`config.mk`:
```
export PLATFORM = sky130hd
export DESIGN_NAME = instr_encoder
export DESIGN_NICKNAME = d
export VERILOG_FILES = /design/src/rtl/rv32_pkg.sv /design/src/rtl/instr_fifo.sv /design/src/rtl/instr_encoder.sv
export SDC_FILE = /design/constraint.sdc
export NUM_CORES = 1
export LEC_CHECK = 0
export ABC_AREA = 0
export BUFFER_PORTS_ARGS = -buffer_cell sky130_fd_sc_hd__buf_4
export CAP_MARGIN = 15
export CORE_UTILIZATION = 60
export CTS_BUF_LIST = sky130_fd_sc_hd__clkbuf_8
export DETAILED_ROUTE_END_ITERATION = 16
export HOLD_SLACK_MARGIN = 0.06
export PLACE_DENSITY = 0.89
export SETUP_SLACK_MARGIN = 0.15
export SYNTH_ARGS = -nofsm -noshare
export SYNTH_HDL_FRONTEND = slang
export SYNTH_SLANG_ARGS = --single-unit
```
`constraint.sdc`:
```
create_clock -name clk -period 5.46 [get_ports clk]
set_input_delay 0.546 -clock clk [delete_from_list [all_inputs] [get_ports clk]]
set_output_delay 0.546 -clock clk [all_outputs]
set_load 0.02 [all_outputs]
```
`src/rtl/rv32_pkg.sv`:
```
// RV32I opcode constants and instruction-format classification shared by
// the instruction encoder and its FIFO.
package rv32_pkg;

  localparam logic [6:0] OP_R      = 7'b0110011;
  localparam logic [6:0] OP_IMM    = 7'b0010011;
  localparam logic [6:0] OP_LOAD   = 7'b0000011;
  localparam logic [6:0] OP_JALR   = 7'b1100111;
  localparam logic [6:0] OP_SYSTEM = 7'b1110011;
  localparam logic [6:0] OP_STORE  = 7'b0100011;
  localparam logic [6:0] OP_BRANCH = 7'b1100011;
  localparam logic [6:0] OP_LUI    = 7'b0110111;
  localparam logic [6:0] OP_AUIPC  = 7'b0010111;
  localparam logic [6:0] OP_JAL    = 7'b1101111;

  typedef enum logic [2:0] {
    FMT_R,
    FMT_I,
    FMT_S,
    FMT_B,
    FMT_U,
    FMT_J,
    FMT_BAD
  } fmt_e;

  // Map an opcode to its encoding format; anything unlisted is FMT_BAD.
  function automatic fmt_e fmt_of(input logic [6:0] op);
    fmt_e f;
    case (op)
      OP_R:                                 f = FMT_R;
      OP_IMM, OP_LOAD, OP_JALR, OP_SYSTEM:  f = FMT_I;
      OP_STORE:                             f = FMT_S;
      OP_BRANCH:                            f = FMT_B;
      OP_LUI, OP_AUIPC:                     f = FMT_U;
      OP_JAL:                               f = FMT_J;
      default:                              f = FMT_BAD;
    endcase
    return f;
  endfunction

endpackage

```
`src/rtl/instr_fifo.sv`:
```
// DEPTH x 32 word FIFO with count-based full/empty and synchronous flush.
// dout reads 0 while empty so an idle output bus is quiet.
module instr_fifo #(
  parameter int unsigned DEPTH = 4
) (
  input  logic        clk,
  input  logic        rst,
  input  logic        flush,
  input  logic        push,
  input  logic        pop,
  input  logic [31:0] din,
  output logic [31:0] dout,
  output logic        full,
  output logic        empty
);

  localparam int unsigned PW = $clog2(DEPTH);
  localparam int unsigned CW = PW + 1;

  logic [31:0]   mem [DEPTH];
  logic [PW-1:0] wptr;
  logic [PW-1:0] rptr;
  logic [CW-1:0] count;
  logic          push_ok;
  logic          pop_ok;

  assign full    = (count == CW'(DEPTH));
  assign empty   = (count == '0);
  assign push_ok = push && !full && !flush;
  assign pop_ok  = pop && !empty && !flush;
  assign dout    = empty ? '0 : mem[rptr];

  // Pointer and occupancy bookkeeping; flush discards content and any same-cycle push.
  always_ff @(posedge clk) begin
    if (rst || flush) begin
      wptr  <= '0;
      rptr  <= '0;
      count <= '0;
    end else begin
      if (push_ok) wptr <= wptr + 1'b1;
      if (pop_ok)  rptr <= rptr + 1'b1;
      case ({push_ok, pop_ok})
        2'b10:   count <= count + 1'b1;
        2'b01:   count <= count - 1'b1;
        default: count <= count;
      endcase
    end
  end

  // Word storage, written only on an accepted push.
  always_ff @(posedge clk) begin
    if (push_ok) mem[wptr] <= din;
  end

endmodule

```
`src/rtl/instr_encoder.sv`:
```
// Packs decoded RV32I fields into 32-bit instruction words, buffers them in
// instr_fifo and tags each output word with a running byte address.
// Optional macro INSTR_ENCODER_ILLEGAL_CHECK_EN drops unknown opcodes and
// reports them on err/err_count; otherwise they are packed in R layout.
module instr_encoder
  import rv32_pkg::*;
#(
  parameter int unsigned DEPTH = 4,
  parameter int unsigned AW    = 32
) (
  input  logic          clk,
  input  logic          rst,
  input  logic          start,
  input  logic [AW-1:0] base_addr,
  input  logic          flush,
  input  logic          in_valid,
  output logic          in_ready,
  input  logic [6:0]    opcode,
  input  logic [4:0]    rd,
  input  logic [4:0]    rs1,
  input  logic [4:0]    rs2,
  input  logic [2:0]    func3,
  input  logic [6:0]    func7,
  input  logic [31:0]   imm,
  output logic          out_valid,
  input  logic          out_ready,
  output logic [31:0]   out_instr,
  output logic [AW-1:0] out_addr,
  output logic          err,
  output logic [7:0]    err_count
);

  fmt_e          fmt;
  logic [31:0]   word;
  logic          full;
  logic          empty;
  logic          accept;
  logic          push;
  logic          pop;
  logic [AW-1:0] addr;
  logic          unused_base;

  assign unused_base = ^base_addr[1:0];
  assign fmt         = fmt_of(opcode);
  assign in_ready    = !full;
  assign out_valid   = !empty;
  assign accept      = in_valid && in_ready;
  assign pop         = out_valid && out_ready;
  assign out_addr    = addr;

  // Select the bit layout for the opcode's format; fields a format does not use stay out.
  always_comb begin
    word = '0;
    case (fmt)
      FMT_I:   word = {imm[11:0], rs1, func3, rd, opcode};
      FMT_S:   word = {imm[11:5], rs2, rs1, func3, imm[4:0], opcode};
      FMT_B:   word = {imm[12], imm[10:5], rs2, rs1, func3, imm[4:1], imm[11], opcode};
      FMT_U:   word = {imm[31:12], rd, opcode};
      FMT_J:   word = {imm[20], imm[10:1], imm[11], imm[19:12], rd, opcode};
      default: word = {func7, rs2, rs1, func3, rd, opcode};
    endcase
  end

  instr_fifo #(
    .DEPTH(DEPTH)
  ) u_fifo (
    .clk  (clk),
    .rst  (rst),
    .flush(flush),
    .push (push),
    .pop  (pop),
    .din  (word),
    .dout (out_instr),
    .full (full),
    .empty(empty)
  );

  // Head-word address: start reloads (word aligned) and beats a pop; a pop under
  // flush is discarded by the FIFO, so the address does not advance either.
  always_ff @(posedge clk) begin
    if (rst) begin
      addr <= '0;
    end else if (start) begin
      addr <= {base_addr[AW-1:2], 2'b00};
    end else if (pop && !flush) begin
      addr <= addr + AW'(4);
    end
  end

`ifdef INSTR_ENCODER_ILLEGAL_CHECK_EN
  logic bad;

  assign bad  = accept && (fmt == FMT_BAD);
  assign push = accept && (fmt != FMT_BAD);

  // Unknown opcodes are consumed but dropped; flag each one and keep a saturating tally.
  always_ff @(posedge clk) begin
    if (rst) begin
      err       <= 1'b0;
      err_count <= '0;
    end else begin
      err <= bad;
      if (bad && (err_count != 8'hFF)) err_count <= err_count + 1'b1;
    end
  end
`else
  assign push      = accept;
  assign err       = 1'b0;
  assign err_count = '0;
`endif

endmodule

```
# == After elaboration in Yosys (flattened, before gate mapping) ==
# Memory sizes are Yosys's and may differ from the RTL's. A register that Yosys moved wholly into a read port is not among the register bits.
# Cells that the tools add are included.
# word_totals
register_bits,39
latch_bits,0
mem_bits_rw,128
rom_bits,0
inputBits,102
wordCells,56
memories,1
# classes
add_sub_neg,5
mul,0
div_mod_pow,0
order_cmp,0
eq_ne,18
n_shift,0
n_mux,10
bitwise,0
n_reduce_logical,17
# memory_table
memory,words,width,read_ports,rd_clocked_by_memory_dff,wr,line_no,rtl
u_fifo.mem,4,32,1,1,1,instr_fifo.sv:20,logic [31:0] mem [DEPTH];
# op_table
cell,n
$pmux W32 S5,1
$mux W32,3
$add A32 B3 Y32 const B,1
$eq A7 B7 Y1 const B,4
$eq A7 B6 Y1 const B,3
$pmux W3 S6,1
$eq A7 B5 Y1 const B,2
$eq A3 B3 Y1 const B,3
$eq A7 B2 Y1 const B,1
$logic_and A1 B1 Y1,7
$eq A3 B2 Y1 const B,2
$pmux W3 S2,1
$add A2 B1 Y2 const B,2
$mux W2,2
$reduce_bool A2 Y1,2
$reduce_or A2 Y1,2
$reduce_or A4 Y1,1
$add A3 B1 Y3 const B,1
$eq A3 B1 Y1 const B,1
$logic_not A1 Y1,3
$logic_not A3 Y1,1
$sub A3 B1 Y3 const B,1
$eq A2 B1 Y1 const B,1
$eq A2 B2 Y1 const B,1
other kinds (2),3

# == Depth between registers and ports, before layout ==
# logic_depth
depth_word,7
ltp_mapped,12
ltp_nobuf,11

# == Modules after synthesis ==
# Synthesis repeated with hierarchy kept, for this count alone.
# hier_totals
cells_unflattened,590
hier_area_um2,7876.3
# by_module_without_submodules
module,instances,cells_each,area_per_inst_um2,seq_area_each_um2
instr_fifo,1,259,5342.6,4023.9
instr_encoder,1,331,2533.7,600.6

# == Least setup slack after synthesis ==
# OpenSTA, ideal clock, no wires.
# synth_timing
path_kind,in2reg
startpoint,input port opcode[5]
endpoint,memory u_fifo.mem[0][21] (data pin)
arrival_time_ps,2842
path_slack_ps,2346
cell_stages,10
path_buffers,4
path_cell_list,buf_2 inv_1 or4_1 buf_2 ha_1 o221a_2 buf_2 and2_1 buf_2 a221o_1
# synth_via
elab_chain_len,5
word_cells_on_any_way,19
cone_classes,eq/ne (15); mux (2); reduce/logical (2)
# synth_lines
item,line_no,rtl
start: declaration,instr_encoder.sv:18,"input logic [6:0] opcode,"
$eq A7 B5 Y1 (tied with other cells),rv32_pkg.sv:29,case (op)
$reduce_or A4 Y1 or $reduce_or A2 Y1 (tied branches),rv32_pkg.sv:29,
$pmux W3 S6 *,rv32_pkg.sv:29,
$eq A3 B3 Y1 (tied with other cells),instr_encoder.sv:54,case (fmt)
$pmux W32 S5 *,instr_encoder.sv:54,
net u_fifo.din[21],instr_fifo.sv:11,"input logic [31:0] din,"
end: declaration,instr_fifo.sv:20,
# The timed path passes the listed nets; every way through them passes the cells marked *.

# == Final worst setup path ==
# layout_timing
startpoint,register u_fifo.count[2]
endpoint,output port out_instr[31]
# layout_via
elab_chain_len,2
# layout_lines
item,line_no,rtl
start: declaration,instr_fifo.sv:23,logic [CW-1:0] count;
start signal: assignment,instr_fifo.sv:43,2'b10: count <= count + 1'b1;
start signal: assignment,instr_fifo.sv:44,2'b01: count <= count - 1'b1;
start signal: assignment,instr_fifo.sv:45,default: count <= count;
$logic_not A3 Y1,instr_fifo.sv:28,assign empty = (count == '0);
$mux W32,instr_fifo.sv:31,assign dout = empty ? '0 : mem[rptr];
end: declaration,instr_encoder.sv:27,"output logic [31:0] out_instr,"
# Every way passes these cells.

==> impl_metrics.ini <==
[status]
status = completed

[cts]
cts_tree = yes
cts_max_path_buffers = 2
postCtsSetupBuffers = 0
cts_resized = 0
cts.clk_slew.worst_paths_ns = 0.10
holdBufCountCts = 0
clock_latency_ns = 0.47
cts_num_sinks = 167
root_buffer = clkbuf_8
cts_buffers = 17
htreeDepth = 4

[critical_path]
critPathLaunchType = flip-flop
r2r-end = out_addr[29]
cp_max_fo = 37
rr_startpoint = u_fifo.count[2]
worst_ep_required_time_ns = 4.91
critical_path_class = reg2out
reg2reg_slack_ns = 2.25
worstRegToRegCells = 6
worst_setup_path_end_kind = output port
worst-endpoint-arrival_ns = 3.04

[synth]
synth_top_family_by_area = simple AND/OR/NAND/NOR gates
synth_xor_area_share_pct = 3.583
netlist-cell-type-count = 70
avgSynthCellArea_um2 = 13.56
synthMuxAreaShare_pct = 9.357
ys_ff_latch = 167
async_reset_ff_share_pct = 0
synth_top_flop_cell = edfxtp_1
synthSimpleGateAreaFrac_pct = 13.93
netlist_area_um2 = 7823
synth-compound-area-share_pct = 8.637
ys_seq_area_share_pct = 59.12
synthCells = 577
synthAdderAreaFrac_pct = 1.376
synth_edf_count = 128
ys.warnings.count = 0

[final_layout]
final_cell_mix = buf_4, edfxtp_1, nor2_1, and2_1, dfxtp_1
fin_nets = 843
antenna_cells = 0
synthToLayoutAreaGrowth_pct = 21.32
layout_commonest_cell = buf_4
regArea_um2 = 4626
design_area_um2 = 9490
fill_cells = 782
multi_input_area_um2 = 2927
drive_gt1_share_pct = 34.58

[min_path]
worst_hold_path.endpoint = u_fifo.mem[3][0]
hold_path_depth = 1
hold_path.class = in2reg
worstHoldStart = opcode[0]

[grt]
grt_pass1_wl_mm = 28.15
first_global_vias = 5593
grt_util_all_layers_pct = 28.48
grt_max_degree = 54
antenna_found_initial = 0
grt_overflow_total = 0

[pwr]
p_per_area_nw_per_um2 = 272.0
p_leak_uw = 0.003444
peakVddDrop_v = 0.0002122

[drt]
viasPerCell = 6.092
drc = 0
first_pass_iters = 5
drtIter0Drc = 557
wl_per_cell_um = 19.95
vias = 5592
routed_wl_mm = 18.31
postRouteAntennaNets = 0

[die]
start_util_pct = 61.74
rows = 41
core_area_um2 = 12670
pin_count = 177
die_h_um = 116.2
die_w_um = 116.2
die_area_um2 = 13500

[placed_design]
port_buffers = 163
dpl_cell_area_um2 = 9096
post-place-ws_ns = 1.949
gp_congestion = 0.8572
dpl.hpwl_mm = 11.90

[sta]
report.final.hold_viol_count = 0
finalCritPeriodShare_pct = 65.61
slew-limit-headroom_pct = 29.58
tns_ns = 0
rsz0062_at_grt = false
worst_pin_slew_ns = 1.050
skew_ns = 0.01448
finalMaxSlewViolations = 0
fmax_mhz = 279.2
fin_crit_ns = 3.582
finalSetupViolations = 0
fin_ws_ns = 1.878

[flow_run]
cap_viol_max_count = 0
worst max-delay path by stage:
stage	from	endpoint	slack, ns	cells past startpoint
5_1_grt	u_fifo.count[2]	out_instr[24]	1.53	4
3_5_place_dp	opcode[3]	u_fifo.mem[2][21]	1.95	7
4_1_cts	u_fifo.count[2]	out_instr[24]	1.86	4
6_report	u_fifo.count[2]	out_instr[31]	1.88	4
2_1_floorplan	opcode[5]	u_fifo.mem[0][21]	2.35	10
3_3_place_gp	opcode[3]	u_fifo.mem[0][22]	2.06	7
per-stage QoR:
| stage | hold slack, ns | utilization [%] | instances | total power, µW |
|---|---|---|---|---|
| CTS | 0.2831 | 74.90 | 918 | 2590 |
| global route | 0.2915 | 74.90 | 918 | 2661 |
| floorplan | 0.4692 | - | 587 | 1600 |
| detailed placement | 0.4931 | 71.79 | 886 | 1724 |
| global placement | 0.4778 | 71.79 | 886 | 1712 |
| finish | 0.3082 | 74.90 | 918 | 2582 |
power by group:
group	internal, µW	switching [µW]
Sequential	1400	26.0
Combinational	127	146
Clock	381	500
Total	1910	671
cells in the mapped netlist, types with 3 or more instances:
cell	n	area share, %
buf_4	11	1.1
dfxtp_1	39	10
or3_1	6	0.48
clkbuf_1	14	0.67
nor2_1	41	2.0
edfxtp_1	128	49
nor3_1	4	0.26
buf_2	9	0.58
nor4_2	5	0.80
and3_1	7	0.56
ha_1	7	1.1
buf_1	3	0.14
mux4_2	32	9.2
nand3_1	13	0.83
a311oi_1	4	0.45
nand2_1	33	1.6
inv_1	14	0.67
a22o_1	14	1.6
nor3_2	5	0.64
a211oi_1	18	1.7
nor4_1	4	0.32
dlygate4sd1_1	3	0.34
nand4_1	9	0.72
xor2_1	12	1.3
and2_1	41	3.3
a21oi_1	13	0.83
o21ai_0	10	0.64
xnor2_1	20	2.2
a221o_1	10	1.3
kinds of logic (layout without fill, tap and decap cells):
kind of cell,count (synthesis),in the layout
AO/OA/AOI/OAI,89,89
XOR/XNOR,32,32
adder cells (fa/ha/maj),8,8
buffers and inverters,58,217
flip-flops,167,167
multiplexers,33,33
other,1,11
AND/OR/NAND/NOR,189,189
per-layer routing:
layer	vias up	GRT usage, %	part of all wire, %
li1	2508	-	-
met5	-	0	0
met4	0	15.47	3.3
met2	354	46.55	50
met3	62	6.591	8.9
met1	2668	35.52	38
registers in the layout (all words and copies together) (netlist names), named ones only:
| signal | count |
|---|---|
| u_fifo.rptr | 2 |
| u_fifo.count | 3 |
| u_fifo.mem | 128 |
| u_fifo.wptr | 2 |
| out_addr | 30 |
worst max-delay path, cell delays in order (launching register included):
cell	delay, ns
dfxtp_1	0.35
nor3_1	0.54
clkinv_1	1.02
and2_1	0.49
buf_4	0.17
final cells by class:
class | count | share of cell area (%)
flip-flops and latches | 167 | 48.74
well taps | 172 | 2.268
repair buffers | 169 | 13.37
inverters | 16 | 0.6328
multi-input cells | 362 | 30.84
clock buffers | 17 | 2.465
clock inverters | 15 | 1.688
No activity file was read; power rests on OpenSTA's default activity.
